<file path="src/rtl/mat_pkg.sv">
// rtl/mat_pkg.sv - shared constants, FSM state type and element placement for the 5x5 matrix loader
package mat_pkg;

  localparam int MAT_N     = 5;
  localparam int MAT_W     = 17;
  localparam int MAT_ELEMS = 25;
  localparam int IDX_W     = 5;

  typedef enum logic [1:0] {
    IDLE,
    LOAD,
    HOLD,
    DROP
  } state_t;

  // Bit offset of element (r,c) inside the flattened matrix word
  function automatic int elem_lsb(input int r, input int c);
    return (r * MAT_N + c) * MAT_W;
  endfunction

endpackage

</file>
<file path="src/rtl/mat_bank.sv">
// rtl/mat_bank.sv - 25-entry element register bank with indexed write and flattened read
module mat_bank
  import mat_pkg::*;
(
  input  logic                       clk,
  input  logic                       rst_n,
  input  logic                       we,
  input  logic [IDX_W-1:0]           widx,
  input  logic [MAT_W-1:0]           wdata,
  output logic [MAT_ELEMS*MAT_W-1:0] rdata
);

  // Only the addressed slot loads; untouched slots keep the previous frame's value
  always_ff @(posedge clk or negedge rst_n) begin
    if (!rst_n) begin
      rdata <= '0;
    end else if (we) begin
      for (int r = 0; r < MAT_N; r++) begin
        for (int c = 0; c < MAT_N; c++) begin
          if (widx == IDX_W'(r * MAT_N + c)) begin
            rdata[elem_lsb(r, c) +: MAT_W] <= wdata;
          end
        end
      end
    end
  end

endmodule

</file>
<file path="src/rtl/mat_stream_loader.sv">
// rtl/mat_stream_loader.sv - element stream to 5x5 matrix word loader; MAT_LOADER_DBUF_EN selects ping/pong banks
module mat_stream_loader
  import mat_pkg::*;
#(
  parameter int N = MAT_N,
  parameter int W = MAT_W
) (
  input  logic               clk,
  input  logic               rst_n,
  input  logic               s_valid,
  output logic               s_ready,
  input  logic [W-1:0]       s_data,
  input  logic               s_last,
  output logic               m_valid,
  input  logic               m_ready,
  output logic [N*N*W-1:0]   m_data,
  output logic [IDX_W-1:0]   m_count,
  output logic               err_len
);

  state_t           state;
  logic [IDX_W-1:0] idx;
  logic             s_rdy_q;
  logic             accept;
  logic             last_slot;
  logic             bank_we;

  // Reset must drop s_ready at once, so the registered flag is gated by rst_n
  assign s_ready   = rst_n & s_rdy_q;
  assign accept    = s_valid & s_ready;
  assign last_slot = (idx == IDX_W'(MAT_ELEMS - 1));
  assign m_count   = idx;

  // Write only elements that belong to a frame still considered good
  assign bank_we = accept &&
                   (((state == IDLE) && !s_last) ||
                    ((state == LOAD) && (s_last == last_slot)));

`ifdef MAT_LOADER_DBUF_EN

  logic             wr_sel;
  logic             rd_sel;
  logic [1:0]       full;
  logic [1:0]       full_nx;
  logic             rd_nx;
  logic             pop;
  logic             complete;
  logic [N*N*W-1:0] bank0_q;
  logic [N*N*W-1:0] bank1_q;

  assign pop      = m_valid & m_ready;
  assign complete = accept && (state == LOAD) && last_slot && s_last;
  assign rd_nx    = rd_sel ^ pop;
  assign m_data   = rd_sel ? bank1_q : bank0_q;

  // Bank occupancy after this edge: a pop frees the read bank, a completion fills the write bank
  always_comb begin
    full_nx = full;
    if (pop)      full_nx[rd_sel] = 1'b0;
    if (complete) full_nx[wr_sel] = 1'b1;
  end

  mat_bank u_bank0 (
    .clk   (clk),
    .rst_n (rst_n),
    .we    (bank_we && !wr_sel),
    .widx  (idx),
    .wdata (s_data),
    .rdata (bank0_q)
  );

  mat_bank u_bank1 (
    .clk   (clk),
    .rst_n (rst_n),
    .we    (bank_we && wr_sel),
    .widx  (idx),
    .wdata (s_data),
    .rdata (bank1_q)
  );

  // Frame-length FSM plus ping/pong bookkeeping; HOLD means both banks are occupied
  always_ff @(posedge clk or negedge rst_n) begin
    if (!rst_n) begin
      state   <= IDLE;
      idx     <= '0;
      s_rdy_q <= 1'b1;
      m_valid <= 1'b0;
      err_len <= 1'b0;
      wr_sel  <= 1'b0;
      rd_sel  <= 1'b0;
      full    <= 2'b00;
    end else begin
      err_len <= 1'b0;
      full    <= full_nx;
      rd_sel  <= rd_nx;
      m_valid <= full_nx[rd_nx];
      case (state)
        IDLE: begin
          if (accept) begin
            if (s_last) begin
              err_len <= 1'b1;
              idx     <= '0;
            end else begin
              idx   <= IDX_W'(1);
              state <= LOAD;
            end
          end
        end
        LOAD: begin
          if (accept) begin
            if (last_slot) begin
              if (s_last) begin
                wr_sel <= ~wr_sel;
                if (full_nx[~wr_sel]) begin
                  state   <= HOLD;
                  idx     <= IDX_W'(MAT_ELEMS);
                  s_rdy_q <= 1'b0;
                end else begin
                  state <= IDLE;
                  idx   <= '0;
                end
              end else begin
                err_len <= 1'b1;
                idx     <= '0;
                state   <= DROP;
              end
            end else if (s_last) begin
              err_len <= 1'b1;
              idx     <= '0;
              state   <= IDLE;
            end else begin
              idx <= idx + IDX_W'(1);
            end
          end
        end
        DROP: begin
          if (accept && s_last) begin
            state <= IDLE;
            idx   <= '0;
          end
        end
        HOLD: begin
          if (pop) begin
            state   <= IDLE;
            idx     <= '0;
            s_rdy_q <= 1'b1;
          end
        end
        default: state <= IDLE;
      endcase
    end
  end

`else

  mat_bank u_bank (
    .clk   (clk),
    .rst_n (rst_n),
    .we    (bank_we),
    .widx  (idx),
    .wdata (s_data),
    .rdata (m_data)
  );

  // Frame-length FSM; HOLD presents the single bank until the consumer takes it
  always_ff @(posedge clk or negedge rst_n) begin
    if (!rst_n) begin
      state   <= IDLE;
      idx     <= '0;
      s_rdy_q <= 1'b1;
      m_valid <= 1'b0;
      err_len <= 1'b0;
    end else begin
      err_len <= 1'b0;
      case (state)
        IDLE: begin
          if (accept) begin
            if (s_last) begin
              err_len <= 1'b1;
              idx     <= '0;
            end else begin
              idx   <= IDX_W'(1);
              state <= LOAD;
            end
          end
        end
        LOAD: begin
          if (accept) begin
            if (last_slot) begin
              if (s_last) begin
                state   <= HOLD;
                idx     <= IDX_W'(MAT_ELEMS);
                s_rdy_q <= 1'b0;
                m_valid <= 1'b1;
              end else begin
                err_len <= 1'b1;
                idx     <= '0;
                state   <= DROP;
              end
            end else if (s_last) begin
              err_len <= 1'b1;
              idx     <= '0;
              state   <= IDLE;
            end else begin
              idx <= idx + IDX_W'(1);
            end
          end
        end
        DROP: begin
          if (accept && s_last) begin
            state <= IDLE;
            idx   <= '0;
          end
        end
        HOLD: begin
          if (m_ready) begin
            m_valid <= 1'b0;
            state   <= IDLE;
            idx     <= '0;
            s_rdy_q <= 1'b1;
          end
        end
        default: state <= IDLE;
      endcase
    end
  end

`endif

endmodule

</file>
<file path="config.mk">
export PLATFORM = sky130hd
export DESIGN_NAME = mat_stream_loader
export DESIGN_NICKNAME = d
export VERILOG_FILES = /design/src/rtl/mat_pkg.sv /design/src/rtl/mat_bank.sv /design/src/rtl/mat_stream_loader.sv
export SDC_FILE = /design/constraint.sdc
export NUM_CORES = 1
export LEC_CHECK = 0
export ABC_AREA = 1
export CELL_PAD_IN_SITES_DETAIL_PLACEMENT = 1
export CELL_PAD_IN_SITES_GLOBAL_PLACEMENT = 2
export CORE_ASPECT_RATIO = 1.4
export CORE_MARGIN = 8
export CORE_UTILIZATION = 29
export DETAILED_ROUTE_END_ITERATION = 8
export GPL_ROUTABILITY_DRIVEN = 0
export PLACE_DENSITY = 0.86
export SYNTH_ARGS = -nofsm -noshare
export SYNTH_HDL_FRONTEND = slang
export SYNTH_SLANG_ARGS = --single-unit
</file>
<file path="constraint.sdc">
create_clock -name clk -period 3.4 [get_ports clk]
set_input_delay 0.68 -clock clk [delete_from_list [all_inputs] [get_ports clk]]
set_output_delay 0.68 -clock clk [all_outputs]
set_load 0.05 [all_outputs]
</file>
---- Word level (Yosys, flattened, before mapping) ----
Cells that the tools add are included.
W data, S select, Z words.
storage, ports and cells
  output and inout bits ................... 433
  register bits after elaboration ......... 435
  bits of input ports ..................... 22
operators by class
  $add $sub $neg .......................... 1
  multiplexer cells ....................... 34
  bitwise gates (word level) .............. 2
  equality and inequality tests ........... 36
  reductions and logical operators ........ 37
operators by type and width
  operator               count
  $reduce_and A2 Y1      25
  $eq A5 B5 Y1 const B   9
  $eq A5 B4 Y1 const B   8
  $mux W5                7
  $eq A5 B3 Y1 const B   4
  $pmux W5 S4            1
  $mux W1                15
  $mux W2                7
  $ne A2 B2 Y1 const B   7
  $eq A5 B2 Y1 const B   2
  $pmux W2 S4            1
  $pmux W1 S2            3
  $reduce_and A6 Y1      1
  $add A5 B1 Y5 const B  1
  $eq A5 B1 Y1 const B   1
  $logic_not A5 Y1       1
  $reduce_and A5 Y1      1
  $eq A2 B2 Y1 const B   2
  $logic_and A1 B1 Y1    4
  $reduce_and A4 Y1      1
  $ne A3 B3 Y1 const B   1
  $and A1 B1 Y1          2
  $eq A2 B1 Y1 const B   1
  $logic_not A2 Y1       1
  4 further kinds        4

---- Depth between registers and ports, before layout ----
  depth after elaboration ................. 6
  mapped depth ............................ 13

---- Hierarchy ----
From an unflattened synthesis, not the netlist that was laid out.
second synthesis, totals
  cells, all modules ...................... 2040
  area, all modules ....................... 17922.2 um2
by module, submodules not included
  module             cells each  area an instance (um2)  times used
  mat_bank           1925        17073.9                 1
  mat_stream_loader  115         848.3                   1

---- Worst setup path after synthesis ----
Ideal clock, no wire load.
  path kind ............................... reg-to-reg
  start point ............................. register idx[0], in the netlist m_count[0]
  end point ............................... register u_bank.rdata[125]
  arrival time ............................ 2.860 ns
  clock period less this slack ............ 2.979 ns
  data required time ...................... 3.281 ns
  slack ................................... 0.421 ns
  stages on the path, launching flop included .. 14
  cell sequence ........................... dfrtp_1 -> inv_1 -> ha_1 -> nand4_1 -> clkbuf_1 -> ha_1 -> o21ai_2 -> nand2_2 -> inv_4 -> buf_8 -> nand2_4 -> buf_2 -> nand2_1 -> nand2_1
on the way
  word-level cells in the longest chain between the ends .. 6
RTL lines
  element                               RTL line                  source
  start, declared                       mat_stream_loader.sv:22   logic [IDX_W-1:0] idx;
  start signal, assigned                mat_stream_loader.sv:192  idx <= IDX_W'(MAT_ELEMS);
  start signal, assigned                mat_stream_loader.sv:205  idx <= idx + IDX_W'(1);
  $eq A5 B5 Y1                          mat_stream_loader.sv:31   assign last_slot = (idx == IDX_W'(MAT_ELEMS - 1));
  $eq A1 B1 Y1                          mat_stream_loader.sv:37   ((state == LOAD) && (s_last == last_slot)));
  $logic_and A1 B1 Y1                   mat_stream_loader.sv:37
  $logic_or A1 B1 Y1                    mat_stream_loader.sv:36   (((state == IDLE) && !s_last) ||
  $logic_and A1 B1 Y1                   mat_stream_loader.sv:35   assign bank_we = accept &&
  $reduce_and A2 Y1 (no source line) *  -
  end signal, assigned by index         mat_bank.sv:21            rdata[elem_lsb(r, c) +: MAT_W] <= wdata;
  end, declared                         mat_bank.sv:10            output logic [MAT_ELEMS*MAT_W-1:0] rdata
Every way passes the cells marked *; elsewhere a longest branch is shown, timed or not.
A chain may end at the register's enable or synchronous reset.

---- Worst setup path in the final report ----
  start point ............................. register idx[0], in the netlist m_count[0]
  end point ............................... register u_bank.rdata[319]
The elaborated chain is that of the path after synthesis.

==> impl_summary.md <==
Outcome
The run finished with clean final reports.

Logic synthesis
The register bit total from synthesis is 435. The post-synthesis net count is a little over 2000. After Yosys synthesis, full adders, half adders and majority gates account for 0.490% of the synthesized area. Counting distinct cell types in the post-synthesis netlist gives 29.

The synthesized netlist devotes under 10% of its cell area to compound gates. After Yosys synthesis, XOR and XNOR cells account for 0% of the synthesized area. The instance count of the mapped netlist is 2024.

Sequential cells were found to cover roughly 61% of the synthesized design area. Of the total synthesized cell area, the portion taken by AND, OR, NAND and NOR gates is between 30% and 40%. The synthesized design spends more area on one cell type than any other, namely sky130_fd_sc_hd__dfrtp_1. By area the synthesized netlist is led by sky130_fd_sc_hd__dfrtp_1 (61%), sky130_fd_sc_hd__nand2_1 (19%), sky130_fd_sc_hd__nand3_1 (11%). Yosys printed 0 warnings. The synthesized area divided by synthesized cell count is ~8.8 um^2. The mapped cell area is ~18000 um^2. The fraction of synthesized area in multiplexers is 0%.

By area, the combinational part of the netlist is dominated by simple AND/OR/NAND/NOR gates. The portion of synthesized cell area occupied by the leading cell type is between 60 and 70%.

Clock tree
Clock tree synthesis selected as its root buffer the cell sky130_fd_sc_hd__clkbuf_16. The count of instances resized after the clock tree is built is 0. The CTS tree is done.

Counting every sink on the clock net gives roughly 440. The maximum clock path buffer count is 3. Clock latency on the worst-skew pair, taken at its later pin, is between 0.5 and 0.6 ns. In this run, CTS created clock tree buffers numbering 45.

The number of levels the H-tree was split into is 2. Clock-pin slew was measured on the worst setup and hold paths at about 0.06 ns.

Finish
Relative to the synthesized area, the layout overhead comes to 37.4%. The final-stage net count is approximately 2400. Counting the fill cells in the layout gives 7050. The fraction of layout cells with a size suffix above 1 is about 7.7%.

In the final layout, the multi-input gates occupy 6210 um^2. The area taken by flip-flops and latches is around 11000 um^2.

Placed design
Summed over all nets, the half-perimeter wirelength after detailed placement is between 40 and 50 mm. At the placement stage, the worst setup path has a slack of around 0.26 ns. Port buffering added around 450 buffers.

Die
The floorplan has about 110 rows. The die span in x is roughly 230 um. For this configuration, the core starts out at a cell density of 29.3%. The standard cell core area is a little over 60000 um^2. The die footprint is around 70000 um^2.

The die height is between 300 and 400 um. The I/O pin total is about 460.

Route
For this block, the routed nets add up to between 70 and 80 mm of wire. The final routed DRC violation total is 0. The via count is ~16000. The first detailed-routing pass took 5 iterations. In this run the remaining antenna-violating nets after routing total 0. The detailed router finished its first iteration with 1047 violations. The detail-routed net length per standard cell is about 23 um. The average vias per placed instance is 4.88.

Global route
The via count of the first global-routing pass is 17200. The number of antenna violations at the first check in global routing is 2. Across every metal layer, demand over resource in global routing totals a little over a fifth. The first global-routing pass estimated ~110 mm of wire. The aggregate global routing overflow is 0.

Entering global routing, the biggest net connects between 150 and 200 pins.

Timing
For the final database, setup skew stands at approximately 0.012 ns. The share of the cycle needed by the critical path after routing is around 90%. The minimum clock period is between 2 and 3 ns.

The number of hold-slack violations in the final timing report is 0. The worst-margin pin slew is approximately 1.2 ns. Based on the critical path, the design can be clocked at up to around 330 MHz. Setup repair after global routing left no endpoint under its margin. After routing, the total negative slack on setup checks comes to 0 ns.

Once routing completed, OpenROAD measured the worst setup slack at 0.412 ns. Headroom to the max-slew limit came out at between 20% and 30%. The number of setup violations in the final report is 0. The number of max-slew violations in the final report is 0.

Worst setup path
The slack of the worst reg-to-reg path is roughly 0.4 ns. The worst setup path is launched from a flip-flop. The signal on the critical path passes through inv_1, ha_1, nand4_1, ha_1, o21ai_2, nand2_2, clkinv_8, buf_4, nand2_2, nand2_1, nand2_1.

STA classifies the critical path endpoint as a flip-flop. The largest fanout on the critical path is 54. At the worst endpoint, the required time is between 3 and 4 ns. The largest single stage delay on the critical path is ~0.47 ns. The slowest cell on the critical path is sky130_fd_sc_hd__dfrtp_1. The class of the most critical setup path is flip-flop to flip-flop. The data arrival time of the critical path is ~3.4 ns.

Power
Summed over all cells, the static leakage comes to 12.6 nW. The areal power density over the cells is ~430 nW/um^2. The maximum vdd drop is approximately 0.30 mV.

Run
The reported max-cap violation count is 0.

Min path
The path category of the worst min-delay check is flip-flop to flip-flop.
[cell families (layout without fill, tap and decap cells)]
family	after synthesis	after routing
AND/OR/NAND/NOR	1369	1369
adder cells (fa/ha/maj)	7	7
buffers and inverters	170	594
other	0	3
flip-flops	435	435
AO/OA/AOI/OAI	43	43
[critical path, delay by kind of cell (launching register included)]
| family | cells | cell delay (ns) |
|---|---|---|
| and+or+nand+nor | 5 | 0.81 |
| DFF | 1 | 0.47 |
| adders and majority gates | 2 | 0.71 |
| AOI/OAI and AO/OA | 1 | 0.15 |
| buffers and inverters | 3 | 0.63 |
[metal layers]
metal,routed length [um],global-route usage [%]
met4,3010,8.87
met1,29400,24.7
met3,5360,5.40
met2,37000,36.0
met5,0,0
[final timing paths]
kind                                     endpoint        startpoint  cells past startpoint
worst max register to register  u_bank.rdata[319]        m_count[0]                     11
worst min register to register   u_bank.rdata[19]  u_bank.rdata[19]                      2
worst min-delay path             u_bank.rdata[19]  u_bank.rdata[19]                      2
min in group asynchronous                state[1]             rst_n                      2
max in group asynchronous        u_bank.rdata[98]             rst_n                      4
worst max-delay path            u_bank.rdata[319]        m_count[0]                     11
[flip-flops by register name, summed over array words and instances, names as in the netlist]
signal / count
state: 2
err_len: 1
s_rdy_q: 1
m_count: 5
u_bank.rdata: 425
m_valid: 1
[Yosys cell counts, drive strengths merged]
master and count:
buf 93, o2111a 1, o211ai 1, nand2 918, inv 16, dfstp 1
ha 7, nand3 407, nand3b 1, dfrtp 434, a21oi 1, nand4 3
o21ai 40, nor2 35, nor3b 3, clkbuf 61, nor3 2
[cell type report]
| type | instances | share of cell area [%] |
|---|---|---|
| repair buffers | 500 | 20.0 |
| multi-input cells | 1419 | 25.3 |
| flip-flops and latches | 435 | 44.3 |
| inverters | 16 | 0.296 |
| clock buffers | 66 | 5.27 |
| clock inverters | 12 | 0.581 |
| diodes | 3 | 0.0306 |
| well taps | 817 | 4.16 |
[timing repair]
| action | 4_1_cts | 5_1_grt |
|---|---|---|
| hold buffers | 1 | 0 |
| endpoints found under the hold margin | 19 | 0 |
| endpoints found under the setup margin | 0 | 0 |
| buffers inserted | 0 | 0 |
[cell usage in the layout (no fill, tap or decap), types with 10 or more instances in the layout]
cell type | synthesis | layout
sky130_fd_sc_hd__nand2_2 | 13 | 13
sky130_fd_sc_hd__nand2_4 | 10 | 10
sky130_fd_sc_hd__nor2_2 | 20 | 20
sky130_fd_sc_hd__nor2_1 | 12 | 12
sky130_fd_sc_hd__o21ai_0 | 39 | 39
sky130_fd_sc_hd__nand3_1 | 407 | 407
sky130_fd_sc_hd__buf_2 | 75 | 17
sky130_fd_sc_hd__clkbuf_16 | 0 | 45
sky130_fd_sc_hd__dfrtp_1 | 434 | 434
sky130_fd_sc_hd__clkdlybuf4s50_1 | 0 | 435
sky130_fd_sc_hd__clkbuf_1 | 61 | 12
sky130_fd_sc_hd__inv_1 | 10 | 10
sky130_fd_sc_hd__nand2_1 | 895 | 895
sky130_fd_sc_hd__buf_4 | 3 | 38
[report_power, final]
group	internal, mW	switching, mW	leakage, nW	total (mW)
clock	2.86	2.11	0.700	4.97
combinational	0.0236	0.286	5.80	0.309
sequential	5.18	0	6.07	5.18
[stage by stage]
step                      total power, mW  util [%]  instance area (um^2)  hold WS (ns)  instances
after floorplan                      5.35         -                 17900         0.384       2024
after global placement               5.58      37.9                 23100         0.455       3186
after detailed placement             5.59      37.9                 23100         0.457       3186
after CTS                            10.6      40.3                 24500         0.473       3265
after global routing                 10.8      40.3                 24500         0.484       3265
final                                10.5      40.3                 24500         0.467       3268
No activity file was read; power rests on OpenSTA's default activity.
